[config.mk]
export PLATFORM = sky130hd
export DESIGN_NAME = spi_fram_target
export DESIGN_NICKNAME = d
export VERILOG_FILES = /design/src/rtl/spi_fram_pkg.sv /design/src/rtl/spi_sync_edge.sv /design/src/rtl/spi_fram_target.sv
export SDC_FILE = /design/constraint.sdc
export NUM_CORES = 1
export LEC_CHECK = 0
export CORE_MARGIN = 1.5
export CORE_UTILIZATION = 35
export CTS_CLUSTER_SIZE = 20
export DETAILED_ROUTE_END_ITERATION = 10
export DONT_BUFFER_PORTS = 1
export GPL_TIMING_DRIVEN = 0
export PLACE_DENSITY = 0.53
export SYNTH_ARGS = -nofsm -noshare
export SYNTH_HDL_FRONTEND = slang
export SYNTH_SLANG_ARGS = --single-unit
[constraint.sdc]
create_clock -name clk -period 1.8 [get_ports clk]
set_input_delay 0.45 -clock clk [delete_from_list [all_inputs] [get_ports clk]]
set_output_delay 0.45 -clock clk [all_outputs]
set_load 0.01 [all_outputs]
[src/rtl/spi_fram_pkg.sv]
// Shared opcodes, FSM state encoding and default RAM address width for the SPI FRAM target.
package spi_fram_pkg;

    localparam int ADDR_W_DEFAULT = 13;

    localparam logic [7:0] OP_READ  = 8'h03;
    localparam logic [7:0] OP_WRITE = 8'h02;
    localparam logic [7:0] OP_WREN  = 8'h06;
    localparam logic [7:0] OP_WRDI  = 8'h04;

    typedef enum logic [2:0] {
        ST_IDLE   = 3'd0,
        ST_CMD    = 3'd1,
        ST_ADDR   = 3'd2,
        ST_READ   = 3'd3,
        ST_WRITE  = 3'd4,
        ST_IGNORE = 3'd5
    } state_e;

endpackage

[src/rtl/spi_sync_edge.sv]
// Two-flop synchronizer for an asynchronous pin, plus rise/fall detection on the synchronized value.
module spi_sync_edge #(
    parameter logic RESET_VAL = 1'b0
) (
    input  logic clk,
    input  logic reset,
    input  logic din,
    output logic sync,
    output logic rise,
    output logic fall
);

    logic meta_q, meta_d;
    logic sync_q, sync_d;
    logic prev_q, prev_d;

    always_comb begin
        meta_d = din;
        sync_d = meta_q;
        prev_d = sync_q;
    end

    always_ff @(posedge clk) begin
        if (reset) begin
            meta_q <= RESET_VAL;
            sync_q <= RESET_VAL;
            prev_q <= RESET_VAL;
        end else begin
            meta_q <= meta_d;
            sync_q <= sync_d;
            prev_q <= prev_d;
        end
    end

    assign sync = sync_q;
    assign rise = sync_q & ~prev_q;
    assign fall = ~sync_q & prev_q;

endmodule

[src/rtl/spi_fram_target.sv]
// SPI mode-0 target emulating a FRAM (READ 0x03 / WRITE 0x02) in front of a local synchronous RAM.
// Optional write-enable latch (WREN 0x06 / WRDI 0x04) built when SPI_FRAM_TARGET_WREN_EN is defined.
module spi_fram_target
    import spi_fram_pkg::*;
#(
    parameter int ADDR_W = ADDR_W_DEFAULT
) (
    input  logic              clk,
    input  logic              reset,
    input  logic              ss,
    input  logic              sck,
    input  logic              mosi,
    output logic              miso,
    output logic [ADDR_W-1:0] mem_addr,
    output logic [7:0]        mem_wdata,
    output logic              mem_we,
    output logic              mem_re,
    input  logic [7:0]        mem_rdata,
    output logic              active,
    output state_e            dbg_state
);

    logic ss_s, ss_rise, ss_fall;
    logic sck_rise, sck_fall, unused_sck_s;
    logic mosi_s, unused_mosi_rise, unused_mosi_fall;

    spi_sync_edge #(.RESET_VAL(1'b1)) u_ss_sync (
        .clk(clk), .reset(reset), .din(ss), .sync(ss_s), .rise(ss_rise), .fall(ss_fall)
    );
    spi_sync_edge #(.RESET_VAL(1'b0)) u_sck_sync (
        .clk(clk), .reset(reset), .din(sck), .sync(unused_sck_s), .rise(sck_rise), .fall(sck_fall)
    );
    spi_sync_edge #(.RESET_VAL(1'b0)) u_mosi_sync (
        .clk(clk), .reset(reset), .din(mosi), .sync(mosi_s),
        .rise(unused_mosi_rise), .fall(unused_mosi_fall)
    );

    state_e            state_q, state_d;
    logic [3:0]        bit_cnt_q, bit_cnt_d;
    logic [ADDR_W-2:0] shift_q, shift_d;
    logic [6:0]        tx_q, tx_d;
    logic              miso_q, miso_d;
    logic [ADDR_W-1:0] addr_q, addr_d;
    logic [ADDR_W-1:0] mem_addr_q, mem_addr_d;
    logic [7:0]        wdata_q, wdata_d;
    logic              we_q, we_d;
    logic              re_q, re_d;
    logic              pend_q, pend_d;
    logic              cmd_rd_q, cmd_rd_d;
    logic [7:0]        byte_in;
    logic [ADDR_W-1:0] addr_in;
    logic              wr_ok;

`ifdef SPI_FRAM_TARGET_WREN_EN
    logic wel_q, wel_d;
    assign wr_ok = wel_q;
`else
    assign wr_ok = 1'b1;
`endif

    // Incoming bit completes the byte/address in the same cycle it is sampled.
    assign byte_in = {shift_q[6:0], mosi_s};
    assign addr_in = {shift_q, mosi_s};

    always_comb begin
        state_d    = state_q;
        bit_cnt_d  = bit_cnt_q;
        shift_d    = shift_q;
        tx_d       = tx_q;
        miso_d     = miso_q;
        addr_d     = addr_q;
        mem_addr_d = mem_addr_q;
        wdata_d    = wdata_q;
        we_d       = 1'b0;
        re_d       = 1'b0;
        pend_d     = 1'b0;
        cmd_rd_d   = cmd_rd_q;
`ifdef SPI_FRAM_TARGET_WREN_EN
        wel_d      = wel_q;
`endif
        if (ss_rise) begin
            state_d   = ST_IDLE;
            bit_cnt_d = '0;
            miso_d    = 1'b0;
`ifdef SPI_FRAM_TARGET_WREN_EN
            if (state_q == ST_WRITE || (state_q == ST_ADDR && !cmd_rd_q)) begin
                wel_d = 1'b0;
            end
`endif
        end else begin
            pend_d = re_q;
            case (state_q)
                ST_IDLE: begin
                    if (ss_fall) begin
                        state_d   = ST_CMD;
                        bit_cnt_d = '0;
                        miso_d    = 1'b0;
                    end
                end
                ST_CMD: begin
                    if (sck_rise) begin
                        shift_d   = {shift_q[ADDR_W-3:0], mosi_s};
                        bit_cnt_d = bit_cnt_q + 4'd1;
                        if (bit_cnt_q == 4'd7) begin
                            bit_cnt_d = '0;
                            case (byte_in)
                                OP_READ: begin
                                    state_d  = ST_ADDR;
                                    cmd_rd_d = 1'b1;
                                end
                                OP_WRITE: begin
                                    state_d  = ST_ADDR;
                                    cmd_rd_d = 1'b0;
                                end
`ifdef SPI_FRAM_TARGET_WREN_EN
                                OP_WREN: begin
                                    state_d = ST_IGNORE;
                                    wel_d   = 1'b1;
                                end
                                OP_WRDI: begin
                                    state_d = ST_IGNORE;
                                    wel_d   = 1'b0;
                                end
`endif
                                default: state_d = ST_IGNORE;
                            endcase
                        end
                    end
                end
                ST_ADDR: begin
                    if (sck_rise) begin
                        shift_d   = {shift_q[ADDR_W-3:0], mosi_s};
                        bit_cnt_d = bit_cnt_q + 4'd1;
                        if (bit_cnt_q == 4'd15) begin
                            bit_cnt_d = '0;
                            if (cmd_rd_q) begin
                                mem_addr_d = addr_in;
                                addr_d     = addr_in + ADDR_W'(1);
                                re_d       = 1'b1;
                                state_d    = ST_READ;
                            end else begin
                                addr_d  = addr_in;
                                state_d = ST_WRITE;
                            end
                        end
                    end
                end
                ST_READ: begin
                    // The fall right after a byte boundary keeps the preloaded MSB on miso.
                    if (sck_rise) begin
                        bit_cnt_d = bit_cnt_q + 4'd1;
                        if (bit_cnt_q == 4'd7) begin
                            bit_cnt_d  = '0;
                            mem_addr_d = addr_q;
                            addr_d     = addr_q + ADDR_W'(1);
                            re_d       = 1'b1;
                        end
                    end else if (sck_fall && bit_cnt_q != 4'd0) begin
                        miso_d = tx_q[6];
                        tx_d   = {tx_q[5:0], 1'b0};
                    end
                    if (pend_q) begin
                        miso_d = mem_rdata[7];
                        tx_d   = mem_rdata[6:0];
                    end
                end
                ST_WRITE: begin
                    if (sck_rise) begin
                        shift_d   = {shift_q[ADDR_W-3:0], mosi_s};
                        bit_cnt_d = bit_cnt_q + 4'd1;
                        if (bit_cnt_q == 4'd7) begin
                            bit_cnt_d  = '0;
                            mem_addr_d = addr_q;
                            wdata_d    = byte_in;
                            we_d       = wr_ok;
                            addr_d     = addr_q + ADDR_W'(1);
                        end
                    end
                end
                ST_IGNORE: ;
                default: state_d = ST_IDLE;
            endcase
        end
    end

    always_ff @(posedge clk) begin
        if (reset) begin
            state_q    <= ST_IDLE;
            bit_cnt_q  <= '0;
            shift_q    <= '0;
            tx_q       <= '0;
            miso_q     <= 1'b0;
            addr_q     <= '0;
            mem_addr_q <= '0;
            wdata_q    <= '0;
            we_q       <= 1'b0;
            re_q       <= 1'b0;
            pend_q     <= 1'b0;
            cmd_rd_q   <= 1'b0;
`ifdef SPI_FRAM_TARGET_WREN_EN
            wel_q      <= 1'b0;
`endif
        end else begin
            state_q    <= state_d;
            bit_cnt_q  <= bit_cnt_d;
            shift_q    <= shift_d;
            tx_q       <= tx_d;
            miso_q     <= miso_d;
            addr_q     <= addr_d;
            mem_addr_q <= mem_addr_d;
            wdata_q    <= wdata_d;
            we_q       <= we_d;
            re_q       <= re_d;
            pend_q     <= pend_d;
            cmd_rd_q   <= cmd_rd_d;
`ifdef SPI_FRAM_TARGET_WREN_EN
            wel_q      <= wel_d;
`endif
        end
    end

    assign miso      = miso_q;
    assign mem_addr  = mem_addr_q;
    assign mem_wdata = wdata_q;
    assign mem_we    = we_q;
    assign mem_re    = re_q;
    assign active    = ~ss_s;
    assign dbg_state = state_q;

endmodule

Word level (Yosys, flattened, before mapping)
Cells that the tools add are included.
{ "totals": {"out_inout_bits": 28, "reg_bits": 73, "in_bits": 13} }
{ "classes": {"bitwise": 11, "addsub": 3, "n_reduce_logical": 24, "n_eq_ne": 21, "n_mux": 41} }
{ "op_table": {"columns": ["op", "n"], "rows": [
  ["13-bit 2-to-1 mux", 10],
  ["13-bit case mux with 2 select lines", 2],
  ["13-bit by 1-bit adder with 13-bit output (second input constant)", 2],
  ["3-bit 2-to-1 mux", 7],
  ["7-bit 2-to-1 mux", 3],
  ["4-bit 2-to-1 mux", 5],
  ["8-bit by 2-bit equality test with 1-bit output (second input constant)", 2],
  ["4-bit AND reduction", 4],
  ["2-bit != test (second input constant)", 6],
  ["3-bit case mux with 4 select lines", 1],
  ["4-bit case mux with 3 select lines", 1],
  ["6-bit AND reduction", 2],
  ["3-bit OR reduction", 4],
  ["1-bit 2-to-1 mux", 9],
  ["2-bit by 1-bit != test with 1-bit output (second input constant)", 4],
  ["2-bit nonzero test", 4],
  ["1-bit inverter", 7],
  ["7-bit AND reduction", 1],
  ["3-bit by 2-bit equality test with 1-bit output (second input constant)", 2],
  ["3-bit equality test (second input constant)", 2],
  ["3-bit != test (second input constant)", 2],
  ["1-bit case mux with 2 select lines", 3],
  ["2-bit OR reduction", 3],
  ["5-bit AND reduction", 1],
  ["other kinds (10)", 13]
]} }

Longest topological paths before layout
{ "depth": {"depth_word": 7, "mapped_depth": 8, "depth_no_buf": 7} }

Modules after synthesis
A second synthesis with hierarchy kept.
{ "hier_totals": {"hier_cells": 472, "area_unflattened_um2": 3881.2} }
{ "by_module_without_submodules": {"columns": ["module", "n_inst", "cells_each", "area_per_inst_um2", "seq_area_each_um2"], "rows": [
  ["spi_fram_target", 1, 448, 3606.0, 1301.2],
  ["spi_sync_edge (u_mosi_sync ...)", 2, 8, 91.3, 60.1],
  ["spi_sync_edge (u_ss_sync)", 1, 8, 92.6, 60.1]
]} }

Worst setup path after synthesis
No wires, ideal clock.
{ "synth_timing": {"path_type": "reg2reg", "from": "reg bit_cnt_q[0]", "to": "reg state_q[2] (netlist: dbg_state[2])", "arrival_time_ns": 1.678, "synth_period_minus_slack_ns": 1.812, "required_time_ns": 1.666, "stages_incl_launch_ff": 7, "path_slack_ns": -0.012, "cell_sequence": "dfxtp_1 ha_1 and4b_1 a32o_1 a221oi_1 o21bai_1 a21oi_1"} }
{ "synth_between": {"elab_chain_cells": 3, "elab_cells_between_ends": 5, "cone_classes": "4 x eq/ne; 1 x reduce/logical"} }
{ "synth_lines": {"columns": ["item", "line", "source"], "rows": [
  ["from (decl)", "spi_fram_target.sv:39", "logic [3:0] bit_cnt_q, bit_cnt_d;"],
  ["from (signal assigned)", "spi_fram_target.sv:205", "bit_cnt_q <= bit_cnt_d;"],
  ["4-bit by 3-bit equality test with 1-bit output / 4-bit equality test (equally long branches)", "spi_fram_target.sv:104, spi_fram_target.sv:134", null],
  ["2-bit != test (no line)", null, null],
  ["6-bit AND reduction (no line) *", null, null],
  ["to (signal assigned)", "spi_fram_target.sv:204", "state_q <= state_d;"],
  ["to (decl)", "spi_fram_target.sv:38", "state_e state_q, state_d;"]
]} }
Mark *: on every way between the ends. The rest lies on a longest branch, timed or not.
A chain may end at the register's enable or synchronous reset.

Final worst setup path
{ "layout_timing": {"from": "reg bit_cnt_q[1]", "to": "reg state_q[0] (netlist: dbg_state[0])"} }
The elaborated chain is that of the path after synthesis.

==> impl_metrics.sql <==
INSERT INTO impl_metrics (metric_group, metric, value, unit) VALUES
('setup_path', 'timing.rr.end', 'dbg_state[0]', ''),
('synthesis', 'synth.yosys.seq_area_share', '38.5', '%'),
('synthesis', 'dominantRegCellSynth', 'sky130_fd_sc_hd__dfxtp_1', ''),
('setup_path', 'critPathMaxFanout', '5', ''),
('global_route', 'globalRouteOverflowTotal', '0', ''),
('clocking', 'cts.reportedPaths.clkPinSlew', '0.08', 'ns'),
('global_route', 'grt_max_degree', '13', ''),
('synthesis', 'synth_top_family_by_area', 'simple AND/OR/NAND/NOR gates', ''),
('final_layout', 'antenna_cells_inserted', '0', ''),
('final_layout', 'stdcell_count', '626', ''),
('synthesis', 'synth.net_count', '472', ''),
('sta', 'tns', '-0.0183', 'ns'),
('clocking', 'ctsRootBufferMaster', 'sky130_fd_sc_hd__clkbuf_8', ''),
('synthesis', 'synth.avg_cell_area', '8.36', 'um^2'),
('synthesis', 'synth-warning-count', '0', ''),
('pwr', 'clock_network_fraction_of_design_power', '44.2', '%'),
('pwr', 'switchingPower', '723', 'uW'),
('placement', 'dp_slack', '-0.305', 'ns'),
('detailed_routing', 'avgViaCountPerCell', '5.41', ''),
('hold_path', 'hold_class', 'in2reg', ''),
('clocking', 'htreeDepth', '3', ''),
('pwr', 'combinationalPowerShare', '4.0', '%'),
('pwr', 'p_sw_share', '23.1', '%'),
('final_layout', 'finalInstanceArea', '4730', 'um^2'),
('setup_path', 'cp-start-kind', 'flip-flop', ''),
('run_status', 'failed_checks', 'setup timing', ''),
('sta', 'finalHoldViolations', '0', ''),
('sta', 'timing.final.crit_share', '101', '%'),
('synthesis', 'syn_inst', '454', ''),
('clocking', 'clock_tree.buffer_depth', '2', ''),
('pwr', 'internal-power', '2.41', 'mW'),
('setup_path', 'crit_path_end_kind', 'flip-flop', ''),
('placement', 'detailed_place.area', '3970', 'um^2'),
('detailed_routing', 'drc_errors', '0', ''),
('final_layout', 'utilization', '45.5', '%'),
('pwr', 'max-vdd-ir-drop', '0.000312', 'V'),
('sta', 'worst_pin_slew', '0.632', 'ns'),
('final_layout', 'filler_cell_count', '1023', ''),
('run_status', 'outcome', 'finished with violations', ''),
('detailed_routing', 'wire_per_inst', '16.6', 'um'),
('sta', 'report.final.slew_viol_count', '0', ''),
('sta', 'fin_ws', '-0.0183', 'ns'),
('setup_path', 'critical_path_arrival', '2.09', 'ns'),
('setup_path', 'ff2ff_setup_slack', '-0.02', 'ns'),
('final_layout', 'ff_latch_area', '1490', 'um^2'),
('setup_path', 'setup.worst_path.class', 'reg2reg', ''),
('synthesis', 'synth_top_cell_by_area', 'sky130_fd_sc_hd__dfxtp_1', ''),
('detailed_routing', 'drt_first_iter_violations', '128', ''),
('synthesis', 'yosys.cell_count.top_type', 'sky130_fd_sc_hd__dfxtp_1', ''),
('setup_path', 'r2r-start', 'bit_cnt_q[1]', ''),
('global_route', 'grt_util_overall', '18.8', '%'),
('clocking', 'cts_tree', 'done', ''),
('synthesis', 'synth_area_leaders', 'sky130_fd_sc_hd__dfxtp_1 38%, sky130_fd_sc_hd__mux2i_1 7.9%, sky130_fd_sc_hd__nor2_1 6.2%', ''),
('clocking', 'cts_made_buffers', '9', ''),
('sta', 'tightest_hold_margin', '0.199', 'ns'),
('global_route', 'grt_antenna_before_repair', '0', ''),
('final_layout', 'total_number_of_nets_in_the_final_design', '503', ''),
('synthesis', 'netlist.area_leader.share', '38.5', '%'),
('synthesis', 'synth.mux.area_fraction', '8.21', '%'),
('pwr', 'p_leak', '1.64', 'nW'),
('synthesis', 'post_synth_most_frequent_cells', '73 x sky130_fd_sc_hd__dfxtp_1, 63 x sky130_fd_sc_hd__nor2_1, 47 x sky130_fd_sc_hd__nand2_1', ''),
('die', 'die_area', '11500', 'um^2'),
('die', 'placeable_core_area', '10400', 'um^2'),
('synthesis', 'synth_area', '3800', 'um^2'),
('die', 'die_h', '107', 'um'),
('die', 'row_count', '37', ''),
('detailed_routing', 'vias', '3384', ''),
('setup_path', 'crit_end', 'dbg_state[0]', ''),
('sta', 'final_period_minus_worst_setup_slack', '1.82', 'ns'),
('detailed_routing', 'totalWireLength', '10400', 'um'),
('sta', 'setup_viol', '1', '');
==> registers in the layout, indices dropped and copies added, names as in the netlist, 3 cells and up <==
| register | flops |
|---|---|
| mem_addr | 13 |
| shift_q | 12 |
| tx_q | 7 |
| bit_cnt_q | 4 |
| mem_wdata | 8 |
| addr_q | 13 |
| dbg_state | 3 |
==> cells by family after synthesis <==
group                      Yosys count
adders and majority gates            5
and+or+nand+nor                    198
muxes                               31
AOI/OAI and AO/OA                   88
xor gates and xnor gates            11
DFF                                 73
buffers and inverters               48
==> worst min-delay path by stage <==
| stage | startpoint | end | slack (ns) | depth (start not counted) |
|---|---|---|---|---|
| final | ss | u_ss_sync.meta_q | 0.20 | 1 |
| after global routing | ss | u_ss_sync.meta_q | 0.18 | 1 |
| after CTS | ss | u_ss_sync.meta_q | 0.19 | 1 |
| after detailed placement | u_ss_sync.meta_q | u_ss_sync.sync | 0.40 | 1 |
| after global placement | u_ss_sync.meta_q | u_ss_sync.sync | 0.39 | 1 |
| after floorplan | u_ss_sync.meta_q | u_ss_sync.sync | 0.39 | 1 |
==> layer usage <==
layer	part of all wire [%]	routed length (um)	global-route usage, %
met1	47	4900	25.6
met2	45	4700	28.5
met3	6.0	621	4.86
met4	1.6	163	6.67
met5	0	0	0
==> cell type report <==
cell class / count / share of cell area [%]
Buffer: 30 / 4.89
Sequential cell: 73 / 31.5
Tap cell: 136 / 3.59
Clock buffer: 12 / 3.49
Timing Repair Buffer: 23 / 4.33
Multi-Input combinational cell: 333 / 49.9
Inverter: 15 / 1.24
Clock inverter: 4 / 1.06
==> placed cells by master (no fill, tap or decap), types with 8 or more instances in the layout <==
| master | netlist | routed |
|---|---|---|
| sky130_fd_sc_hd__a211oi_1 | 12 | 9 |
| sky130_fd_sc_hd__dfxtp_1 | 73 | 63 |
| sky130_fd_sc_hd__clkbuf_8 | 0 | 12 |
| sky130_fd_sc_hd__nor2_1 | 63 | 58 |
| sky130_fd_sc_hd__mux2i_1 | 30 | 30 |
| sky130_fd_sc_hd__a311oi_1 | 12 | 8 |
| sky130_fd_sc_hd__nand2_1 | 47 | 46 |
| sky130_fd_sc_hd__buf_6 | 1 | 15 |
| sky130_fd_sc_hd__nor3_1 | 14 | 10 |
| sky130_fd_sc_hd__a21oi_1 | 23 | 22 |
| sky130_fd_sc_hd__inv_1 | 15 | 13 |
| sky130_fd_sc_hd__buf_4 | 6 | 23 |
| sky130_fd_sc_hd__nand3_1 | 15 | 15 |
| sky130_fd_sc_hd__o21ai_0 | 16 | 10 |
| sky130_fd_sc_hd__nor2b_1 | 11 | 10 |
| sky130_fd_sc_hd__clkbuf_1 | 10 | 8 |
==> worst max-delay path, stage by stage (launching register included) <==
cell and delay, ns:
sky130_fd_sc_hd__dfxtp_4 0.39, sky130_fd_sc_hd__ha_4 0.15, sky130_fd_sc_hd__and4b_2 0.28, sky130_fd_sc_hd__a32o_2 0.21, sky130_fd_sc_hd__a221oi_4 0.08, sky130_fd_sc_hd__or4_4 0.49, sky130_fd_sc_hd__a21oi_2 0.13
==> power groups by stage <==
stage | clock network [mW] | registers, mW | logic [mW]
after floorplan | 0 | 1.67 | 0.0737
after global placement | 0 | 1.67 | 0.102
after detailed placement | 0 | 1.67 | 0.102
after CTS | 1.41 | 1.63 | 0.112
after global routing | 1.49 | 1.63 | 0.135
final | 1.38 | 1.62 | 0.124
==> what timing repair did <==
item                       CTS  global route
buffers inserted            12             8
pin swaps                   18            24
gates cloned                 0             3
setup endpoints to repair   61            54
resized for setup           51            68
hold endpoints to repair     0             0
(Power assumes the default switching activity.)
